`config.mk`:
```
export PLATFORM = sky130hd
export DESIGN_NAME = fpu_align_adder
export DESIGN_NICKNAME = d
export VERILOG_FILES = /design/src/rtl/fpu_align_adder.sv
export SDC_FILE = /design/constraint.sdc
export NUM_CORES = 1
export LEC_CHECK = 0
export BUFFER_PORTS_ARGS = -buffer_cell sky130_fd_sc_hd__buf_2
export CAP_MARGIN = 40
export CORE_MARGIN = 2
export CORE_UTILIZATION = 41
export DETAILED_ROUTE_END_ITERATION = 12
export HOLD_SLACK_MARGIN = 0.02
export SETUP_SLACK_MARGIN = 0.15
export SLEW_MARGIN = 0
export SYNTH_ARGS = -nofsm -noshare
export SYNTH_HDL_FRONTEND = slang
export SYNTH_SLANG_ARGS = --single-unit
```
`constraint.sdc`:
```
create_clock -name clk -period 6.4 [get_ports clk]
set_input_delay 1.28 -clock clk [delete_from_list [all_inputs] [get_ports clk]]
set_output_delay 1.28 -clock clk [all_outputs]
set_load 0.01 [all_outputs]
```
`src/rtl/fpu_align_adder.sv`:
```
// rtl/fpu_align_adder.sv - align-and-add stage of the FPU add/subtract path
//
// Swaps the operands by magnitude, right-shifts the smaller mantissa to the
// larger exponent and adds/subtracts, producing an unnormalized result for
// fpu_normalizer.
//
// Configuration macro: FPU_ALIGN_BARREL_EN
//   defined   - single barrel shift at load time, fixed 2-cycle latency
//   undefined - serial one-bit-per-cycle alignment, latency shift+2
//
// Ports:
//   clk, rst           clock, asynchronous active-high reset
//   in_valid/in_ready  operand handshake (in_ready high only in IDLE)
//   a, b               operands {sign, exponent, fraction}
//   sub                1 = a-b, 0 = a+b, sampled with the operands
//   out_valid/out_ready result handshake, result held until accepted
//   out_sign           result sign (+0 for a zero result)
//   out_exponent       exponent of the larger operand
//   out_mantissa       unnormalized magnitude, hidden bit at Mantissa_Size,
//                      carry at Mantissa_Size+1
//   out_zero           result magnitude is exactly zero
module fpu_align_adder #(
  parameter int Mantissa_Size = 23,
  parameter int Exponent_Size = 8
) (
  input  logic                                   clk,
  input  logic                                   rst,
  input  logic                                   in_valid,
  output logic                                   in_ready,
  input  logic [Mantissa_Size+Exponent_Size:0]   a,
  input  logic [Mantissa_Size+Exponent_Size:0]   b,
  input  logic                                   sub,
  output logic                                   out_valid,
  input  logic                                   out_ready,
  output logic                                   out_sign,
  output logic [Exponent_Size-1:0]               out_exponent,
  output logic [Mantissa_Size+1:0]               out_mantissa,
  output logic                                   out_zero
);

  localparam int MW  = Mantissa_Size + 1;   // mantissa including hidden bit
  localparam int CAP = Mantissa_Size + 2;   // shift cap, fully clears Y
  localparam int CW  = $clog2(CAP + 1);
  localparam logic [31:0] CAP_U = CAP;

  typedef enum logic [1:0] {IDLE, ALIGN, ADD, DONE} state_t;

  state_t                   state;
  logic [CW-1:0]            count;
  logic [Exponent_Size-1:0] x_exp;
  logic [MW-1:0]            x_man;
  logic [MW-1:0]            y_man;
  logic                     x_sign;
  logic                     eff_sub;

  logic                     sign_a, sign_b;
  logic [Exponent_Size-1:0] exp_a, exp_b;
  logic [MW-1:0]            man_a, man_b;
  logic                     a_is_x;

  logic [Exponent_Size-1:0] ld_x_exp, ld_y_exp, diff;
  logic [MW-1:0]            ld_x_man, ld_y_man;
  logic                     ld_x_sign;
  logic [CW-1:0]            shamt;
  logic [MW:0]              sum;

  assign sign_a = a[Mantissa_Size+Exponent_Size];
  assign sign_b = b[Mantissa_Size+Exponent_Size];
  assign exp_a  = a[Mantissa_Size +: Exponent_Size];
  assign exp_b  = b[Mantissa_Size +: Exponent_Size];
  // Hidden bit from a nonzero exponent; denormal exponents are not rebiased.
  assign man_a  = {|exp_a, a[Mantissa_Size-1:0]};
  assign man_b  = {|exp_b, b[Mantissa_Size-1:0]};
  // Ties keep A as the larger operand.
  assign a_is_x = {exp_a, man_a} >= {exp_b, man_b};

  assign in_ready = (state == IDLE);

  always_comb begin
    ld_x_exp  = exp_a;
    ld_y_exp  = exp_b;
    ld_x_man  = man_a;
    ld_y_man  = man_b;
    ld_x_sign = sign_a;
    if (!a_is_x) begin
      ld_x_exp  = exp_b;
      ld_y_exp  = exp_a;
      ld_x_man  = man_b;
      ld_y_man  = man_a;
      ld_x_sign = sign_b ^ sub;
    end
    diff = ld_x_exp - ld_y_exp;
    if (32'(diff) > CAP_U) shamt = CW'(CAP);
    else                   shamt = CW'(diff);
  end

  // After the swap X >= aligned Y, so the difference never goes negative.
  always_comb begin
    sum = '0;
    if (eff_sub) sum = {1'b0, x_man} - {1'b0, y_man};
    else         sum = {1'b0, x_man} + {1'b0, y_man};
  end

  always_ff @(posedge clk or posedge rst) begin
    if (rst) begin
      state        <= IDLE;
      count        <= '0;
      x_exp        <= '0;
      x_man        <= '0;
      y_man        <= '0;
      x_sign       <= 1'b0;
      eff_sub      <= 1'b0;
      out_valid    <= 1'b0;
      out_sign     <= 1'b0;
      out_exponent <= '0;
      out_mantissa <= '0;
      out_zero     <= 1'b0;
    end else begin
      case (state)
        IDLE: begin
          if (in_valid) begin
            x_exp   <= ld_x_exp;
            x_man   <= ld_x_man;
            x_sign  <= ld_x_sign;
            eff_sub <= sign_a ^ sign_b ^ sub;
`ifdef FPU_ALIGN_BARREL_EN
            y_man   <= ld_y_man >> shamt;
            count   <= '0;
`else
            y_man   <= ld_y_man;
            count   <= shamt;
`endif
            state   <= ALIGN;
          end
        end
        ALIGN: begin
          if (count != '0) begin
            y_man <= y_man >> 1;
            count <= count - CW'(1);
          end else begin
            state <= ADD;
          end
        end
        ADD: begin
          out_mantissa <= sum;
          out_exponent <= x_exp;
          out_zero     <= (sum == '0);
          out_sign     <= x_sign & (sum != '0);
          out_valid    <= 1'b1;
          state        <= DONE;
        end
        DONE: begin
          if (out_ready) begin
            out_valid <= 1'b0;
            state     <= IDLE;
          end
        end
        default: state <= IDLE;
      endcase
    end
  end

endmodule

```
==> Yosys cells after proc, flatten, opt, wreduce, memory -nomap -nowiden <==
Index checks and enable logic that the tools add are counted.
W data, S select, Z words.
{ "totals": {"reg_bits": 101, "inputBits": 69, "output_inout_bits": 37, "wordCells": 60} }
{ "classes": {"n_addsub": 4, "n_lt_le_gt_ge": 2, "n_eq_ne": 7, "mux": 19, "n_bitwise": 4, "reduce_logical": 12} }
{ "op_table": {"columns": ["op", "count"], "rows": [
  ["$mux W24", 4],
  ["$pmux W24 S2", 1],
  ["$ge A32 B32 Y1", 1],
  ["$add A24 B24 Y25", 1],
  ["$logic_not A25 Y1", 1],
  ["$mux W25", 1],
  ["$reduce_bool A25 Y1", 1],
  ["$sub A24 B24 Y25", 1],
  ["$mux W8", 2],
  ["$reduce_or A8 Y1", 2],
  ["$mux W5", 3],
  ["$pmux W5 S2", 1],
  ["$gt A8 B5 Y1 const B", 1],
  ["$ne A2 B2 Y1 const B", 4],
  ["$pmux W2 S4", 1],
  ["$sub A8 B8 Y8", 1],
  ["$mux W2", 3],
  ["$reduce_and A3 Y1", 2],
  ["$reduce_bool A5 Y1", 1],
  ["$sub A5 B1 Y5 const B", 1],
  ["$eq A2 B2 Y1 const B", 2],
  ["$reduce_and A2 Y1", 2],
  ["$reduce_bool A2 Y1", 2],
  ["$xor A1 B1 Y1", 3],
  ["5 further kinds", 6]
]} }

==> Depth between registers and ports, before layout <==
Gate-level depths: netlist of run 1.
{ "depth": {"ltp_word": 8, "mapped_depth": 19, "depth_no_buf": 17} }

==> Least setup slack after synthesis of run 1 <==
Ideal clock, no wire load.
{ "synth_timing": {"kind": "register -> register", "start": "reg y_man[2]", "end": "reg out_sign", "setup_ns": 0.119, "arrival_ns": 4.376, "required_time_ns": 6.281, "path_slack_ns": 1.905, "stages_incl_launch_ff": 19, "path_buffers": 1, "period_less_slack_ns": 4.495, "cell_sequence": "dfrtp_1 > clkbuf_1 > nor4_1 > nor4b_1 > nand2_1 > nor3_1 > a21oi_1 > xnor2_1 > ha_1 > a21o_1 > a21o_1 > a21oi_1 > nand2_1 > a211oi_1 > o41ai_1 > xnor2_1 > or4_1 > a2111o_1 > and2_1"} }
{ "synth_via": {"elab_chain_len": 4, "word_cells_on_any_way": 5, "cone_classes": "add/sub (2); mux (1); bitwise (1); reduce/logical (1)"} }
{ "synth_rtl": {"columns": ["element", "line", "text"], "rows": [
  ["start: declaration", "52", "logic [MW-1:0] y_man;"],
  ["start signal: assignment", "130", "y_man <= ld_y_man;"],
  ["start signal: assignment", "138", "y_man <= y_man >> 1;"],
  ["$add A24 B24 Y25 / $sub A24 B24 Y25 (equally long branches)", "101, 100", null],
  ["$mux W25 (*)", "100", "if (eff_sub) sum = {1'b0, x_man} - {1'b0, y_man};"],
  ["$reduce_bool A25 Y1 (*)", "148", "out_sign <= x_sign & (sum != '0);"],
  ["$and A1 B1 Y1 (*)", "148", null],
  ["end signal: assignment", "148", null],
  ["end: declaration", "35", "output logic out_sign,"]
]} }
Every way passes the cells marked *; elsewhere a longest branch is shown, timed or not.
A chain may end at the register's enable or synchronous reset.

==> Worst setup path after layout of run 1 <==
Same ends and word-level chain as after synthesis.

==> summary.txt, run 1 <==
Setup path
  • Worst reg-to-reg path cell count: 17
  • Startpoint types: register
  • Arrival @ worst endpoint: 5.32 ns
  • R2r setup slk: 1.33 ns
  • CP Class: register to register
  • CP endpoint kind: register
  • R2R Path Start: y_man[2]
  • Crit path max fanout: 7
  • CP Data Required Time: 6.65 ns
  • CP startpoint: y_man[2]
  • Critical R2R Capture: out_sign

Drt
  • # DRC: 0
  • Detailed router's first-iteration violation count: 459
  • Vias per inst: 5.438
  • DR pass1 iterations: 5
  • Final ANT Viol Nets: 0
  • Via count: 6770
  • Drt total wl: 20030 um
  • DR WL/cell: 16.09 um

Final layout
  • Layout cell share with drive strength beyond 1: 0.1756
  • Layout Area Growth over Synthesis: 13.72%
  • Area occupied by multi-input gates: 4776 um^2
  • Register area: 2527 um^2
  • Nets: 1136
  • Filler cell count: 1909

Yosys
  • Ys async rst share: 1.000
  • Cell taking the most area after synthesis: dfrtp_1
  • Synthesized area per cell: 8.440 um^2
  • Synth cell types: 74
  • Syn Std Cell Area: 7740 um^2
  • Top cells by count, synth: 101 x dfrtp_1, 98 x nor2_1, 92 x a21oi_1, 74 x inv_1, 74 x nand2_1
  • Post-synth EDFFs: 0
  • Top-count cell post-synth: dfrtp_1
  • Top cell type's share of synthesized area: 0.3265
  • Cells after synthesis: 917
  • Largest cells by area after synthesis: dfrtp_1 33%, ha_1 10%, a21oi_1 5.9%
  • Synthesized Nets: 1050
  • Yosys warns: 0
  • Ys flop type: dfrtp_1
  • Post-synthesis sequential area ratio: 0.3265
  • Synth Register Bits: 101

Global route
  • Total track usage: 0.2050
  • Vias in the first global route: 6429
  • Largest net degree at the start of global routing: 67
  • Total grt overflow: 0
  • First-pass GRT wire length: 33000 um
  • Initial antenna violation count: 3

STA
  • RSZ-0062 raised after global routing: no
  • Min Tclk post-route: 5.070 ns
  • Final Hold Vio Count: 0
  • Max-slew headroom: 0.4341
  • Peak Freq: 197.2 MHz
  • Crit share post-route: 0.7923
  • Final slew viol count: 0
  • Setup tns final: 0 ns
  • Hold slack: 0.4795 ns
  • Slew @ Worst Pin: 0.8488 ns
  • Clock skew after layout: 0.01005 ns
  • Worst Slack Setup Final: 1.330 ns
  • Final setup fails: 0

Clock network
  • Hold Buf Count CTS: 0
  • Clock slew seen by the registers of the worst setup and hold paths: 0.08 ns
  • H-tree depth: 3
  • Post-CTS Setup Inserts: 0
  • Inserted Clock Buffers: 9
  • Clock sink total: 101
  • Worst skew pair latency: 0.36 ns
  • CTS Root Cell: clkbuf_16
  • Post-CTS Resized: 0
  • CTS tree: built
  • Clk buf depth: 2

Floorplan
  • Die area: 19990 um^2
  • Standard-cell rows: 50
  • I/O Pins: 106
  • Die width: 141.4 um
  • Initial Utilization: 0.4152
  • Core area: 18640 um^2
  • Die Y-Extent: 141.4 um

Min path
  • Worst Hold Path EP: x_exp[2]
  • Worst hold path type: register to register
  • Worst Min Path Start: x_exp[2]
  • Hold Path Depth: 2

Placed design
  • Routability congestion estimate from global placement: 0.8641
  • # port buffers: 105
  • Post-DP HPWL: 15490 um
  • Setup slack at placement: 1.329 ns

Run
  • Max Cap Violations: 0

Power
  • Pwr Density: 585.2 nW/um^2
  • Leakage: 4.055 nW
  • VDD IR max: 0.3033 mV

Status
  • Status: finished, final reports clean
## power by group
group          internal [mW]  switching [mW]  total (mW)  leakage, nW
Clock                  0.269           0.273       0.542        0.129
Sequential             0.961           0.262        1.22         1.22
Combinational           1.42            1.97        3.39         2.71
Total                   2.65            2.50        5.15         4.06
## critical path, cell delays in order (launching register included)
cell,delay (ns)
dfrtp_1,0.46
nor4_1,0.45
nor4b_1,0.62
nand2_1,0.17
nor3_1,0.24
a21oi_1,0.12
xnor2_1,0.14
ha_1,0.36
a21o_1,0.20
a21o_1,0.17
a21oi_1,0.18
nand2_1,0.07
a211oi_1,0.44
o41ai_1,0.14
xnor2_1,0.17
or4_1,0.52
a2111o_1,0.37
and2_1,0.14
## registers in the layout, summed over array words and instances (netlist names)
register      count
eff_sub           1
out_valid         1
count             5
x_man            24
x_exp             8
x_sign            1
y_man            24
out_exponent      8
out_sign          1
out_mantissa     25
out_zero          1
state             2
## per-layer routing
metal | routed length (um) | global-route usage | up-vias
li1 | - | - | 3461
met1 | 9775 | 0.2885 | 3132
met2 | 8806 | 0.3201 | 149
met3 | 954 | 0.03341 | 28
met4 | 493 | 0.07263 | 0
met5 | 0 | 0 | -
## layout by cell type (no fill, tap or decap), drive strengths merged, types with 6 or more instances in the layout
master	synthesis	final
a211oi	10	10
nand3	18	18
clkbuf	30	9
mux2	24	24
mux2i	36	36
dfrtp	101	101
inv	74	77
buf	11	116
o22ai	21	21
nor4	8	8
nand4	7	7
a31oi	11	11
a21oi	93	93
nor3	17	17
xnor2	39	39
nor2	99	99
nand2	74	74
ha	63	63
or3	6	6
nor2b	7	7
o21ai	69	69
a21o	12	12
## cell families after synthesis
| family | after synthesis | share of synthesized area |
|---|---|---|
| muxes | 60 | 0.08147 |
| DFF | 101 | 0.3265 |
| buffers and inverters | 115 | 0.05771 |
| adders and majority gates | 64 | 0.1044 |
| and+or+nand+nor | 259 | 0.1555 |
| AOI/OAI and AO/OA | 274 | 0.2245 |
| xor gates and xnor gates | 44 | 0.04979 |
## per-stage QoR
stage          instances  instance area (um^2)  utilization  power, mW
6_report            1245                  8802       0.4721      5.151
5_1_grt             1243                  8797       0.4719      5.675
4_1_cts             1242                  8795       0.4717      5.168
3_5_place_dp        1226                  8512       0.4566      4.606
3_3_place_gp        1224                  8469       0.4543      4.564
2_1_floorplan        917                  7740            -      3.791
## cell type report
cell class / count / area share
Clock buffer: 9 / 0.02559
Antenna cell: 3 / 0.0008529
Clock inverter: 7 / 0.006539
Timing Repair Buffer: 116 / 0.07221
Sequential cell: 101 / 0.2871
Multi-Input combinational cell: 701 / 0.5426
Inverter: 74 / 0.03184
Tap cell: 234 / 0.03326
## how the worst max path moves through the flow
stage	slack, ns	cells past startpoint	to
2_1_floorplan	1.90	18	out_sign
3_3_place_gp	1.48	17	out_sign
3_5_place_dp	1.33	17	out_sign
4_1_cts	1.29	17	out_sign
5_1_grt	0.91	17	out_sign
6_report	1.33	17	out_sign
Note: power is estimated with default switching activity, not from simulation.
==> inputs of run 2 (changes only) <==
- clock period: 6.4 -> 4.4 ns (I/O delays scaled with it)
==> summary.txt, run 2 (synthesis gave the netlist of run 1 again) <==
Status
  • Status: finished, final reports clean

STA
  • Setup tns final: 0 ns (unchanged)
  • RSZ-0062 raised after global routing: yes
  • Slew @ Worst Pin: 0.7955 ns (-0.05336 ns)
  • Final Hold Vio Count: 0 (unchanged)
  • Max-slew headroom: 0.4622 (+0.02810)
  • Min Tclk post-route: 4.166 ns (-0.9043 ns)
  • Final slew viol count: 0 (unchanged)
  • Final setup fails: 0 (unchanged)
  • Peak Freq: 240.0 MHz (+22%)
  • Clock skew after layout: 0.01492 ns (+0.004873 ns)
  • Crit share post-route: 0.9468 (+0.1546)

Final layout
  • Post-Layout Cell Count: 1266 (+1.7%)
  • Largest registers: out_mantissa: 25 flops, x_man: 24 flops, y_man: 24 flops
  • Most common cell after layout, fill and taps aside: buf_2
  • Antenna diodes: 0 (-3)
  • Nets: 1160 (+2.1%)
  • Post-layout util: 0.4911 (+0.01899)
  • Most frequent cells in the layout: 105 x buf_2, 100 x dfrtp_1, 97 x nor2_1
  • Max reg flops: 25 (unchanged)
  • Largest Register: out_mantissa
  • Layout Area Growth over Synthesis: 18.30%
  • Filler cell count: 1838 (-3.7%)
  • Layout cell share with drive strength beyond 1: 0.2171 (+0.04146)
  • Area occupied by multi-input gates: 4947 um^2 (+3.6%)
  • Register area: 2529 um^2 (about the same)

Power
  • Pwr Density: 874.5 nW/um^2 (+49%)
  • VDD IR max: 0.3088 mV (+1.8%)
  • Leakage: 4.238 nW (+4.5%)

Drt
  • Via count: 6910 (+2.1%)
  • DR WL/cell: 16.31 um (+1.4%)
  • Detailed router's first-iteration violation count: 467 (+1.7%)
  • DR pass1 iterations: 5 (unchanged)
  • # DRC: 0 (unchanged)
  • Vias per inst: 5.458 (+0.37%)
  • Drt total wl: 20640 um (+3.1%)
  • Final ANT Viol Nets: 0 (unchanged)

Setup path
  • Critical path buffer and inverter count: 2 (+2)
  • CP Data Required Time: 4.65 ns (-2.00 ns)
  • Family with the most delay on the worst path: simple AND/OR/NAND/NOR gates
  • Crit path max fanout: 4 (-3)
  • Arrival @ worst endpoint: 4.41 ns (-0.91 ns)
  • Worst-path cell chain: nor4_4 -> buf_4 -> nand2_4 -> nor4b_4 -> buf_4 -> a31oi_4 -> xnor2_2 -> ha_1 -> and3_4 -> nand2_4 -> nor3_4 -> a211oi_4 -> o41ai_2 -> xnor2_1 -> or4_1 -> a2111o_1 -> and2_1
  • Startpoint types: register
  • Slowest CP cell: or4_1
  • CP endpoint kind: register
  • CP Class: register to register
  • Slowest stage delay, CP: 0.49 ns (-0.13 ns)

Floorplan
  • Die area: 19990 um^2 (unchanged)
  • Die Y-Extent: 141.4 um (unchanged)
  • I/O Pins: 106 (unchanged)
  • Core area: 18640 um^2 (unchanged)
  • Standard-cell rows: 50 (unchanged)
  • Die width: 141.4 um (unchanged)
  • Initial Utilization: 0.4152 (unchanged)

Global route
  • Total grt overflow: 0 (unchanged)
  • Initial antenna violation count: 1 (-2)
  • First-pass GRT wire length: 34190 um (+3.6%)
  • Largest net degree at the start of global routing: 55 (-18%)
  • Vias in the first global route: 6718 (+4.5%)
  • Total track usage: 0.2120 (+0.006920)

Clock network
  • Clock sink total: 101 (unchanged)
  • Hold Buf Count CTS: 0 (unchanged)
  • Clock slew seen by the registers of the worst setup and hold paths: 0.08 ns (about the same)
  • Inserted Clock Buffers: 9 (unchanged)
  • Worst skew pair latency: 0.37 ns (about the same)
  • CTS tree: built
  • CTS Root Cell: clkbuf_16
  • Clk buf depth: 2 (unchanged)
  • H-tree depth: 3 (unchanged)

Placed design
  • Routability congestion estimate from global placement: 0.8793 (+1.8%)
  • Placed cells: 1247 (+1.7%)
  • # port buffers: 105 (unchanged)
  • Post-DP HPWL: 16000 um (+3.3%)

Run
  • Max Cap Violations: 0 (unchanged)

Min path
  • Worst hold path type: register to register
[run 2: cell types whose count changed in the layout (fill, tap and decap cells not counted), moves of 3 or more]
cell | previous run | this run
nand2_1 | 73 | 70
nor4_1 | 7 | 4
buf_4 | 9 | 34
diode_2 | 3 | 0
[run 2: metal layers]
| layer | up-vias | GRT usage | routed length, um |
|---|---|---|---|
| met5 | - | 0 | 0 |
| met4 | 0 | 0.06368 | 349 |
| met3 | 24 | 0.02666 | 726 |
| met2 | 166 | 0.3367 | 9303 |
| met1 | 3212 | 0.3029 | 10260 |
| li1 | 3508 | - | - |
[run 2: worst min-delay path, delay by kind of cell (launching register included)]
kind | cells | cell delay, ns
simple gates | 1 | 0.04
flops | 1 | 0.35
compound gates | 1 | 0.06
[run 2: report_power, final]
group / internal, mW / switching [mW]
clock network: 0.451 / 0.402
registers: 1.40 / 0.396
logic: 2.28 / 3.08
[run 2: cell type report]
class	count	share of cell area
Tap cell	234	0.03198
Multi-Input combinational cell	701	0.5403
Inverter	74	0.03061
Timing Repair Buffer	140	0.08746
Sequential cell	101	0.2762
Clock inverter	7	0.008882
Clock buffer	9	0.02460
[run 2: what timing repair did]
| action | CTS | global route |
|---|---|---|
| setup endpoints to repair | 1 | 2 |
| buffers inserted | 1 | 2 |
| gates cloned | 0 | 0 |
| pin swaps | 2 | 2 |
| resized for setup | 3 | 26 |
[run 2: per-stage QoR]
step | instance area, um^2 | setup WS [ns] | hold slack (ns) | total power, mW
CTS | 9015 | 0.2063 | 0.4875 | 7.825
finish | 9156 | 0.2339 | 0.4794 | 8.007
global route | 9156 | 0.05421 | 0.5006 | 8.802
global placement | 8661 | 0.1838 | 0.4636 | 6.844
floorplan | 7766 | 0.2045 | 0.4444 | 5.538
detailed placement | 8681 | 0.1187 | 0.4692 | 6.896
[run 2: worst paths after layout]
| kind | from | end | slack (ns) | cells after the start |
|---|---|---|---|---|
| min in group asynchronous | rst | out_mantissa[23] | 0.63 | 2 |
| min reg2reg | x_exp[7] | x_exp[7] | 0.48 | 2 |
| max in group asynchronous | rst | y_man[18] | 2.89 | 3 |
| max reg2reg | y_man[2] | out_sign | 0.23 | 17 |
| min | x_exp[7] | x_exp[7] | 0.48 | 2 |
| max | y_man[2] | out_sign | 0.23 | 17 |
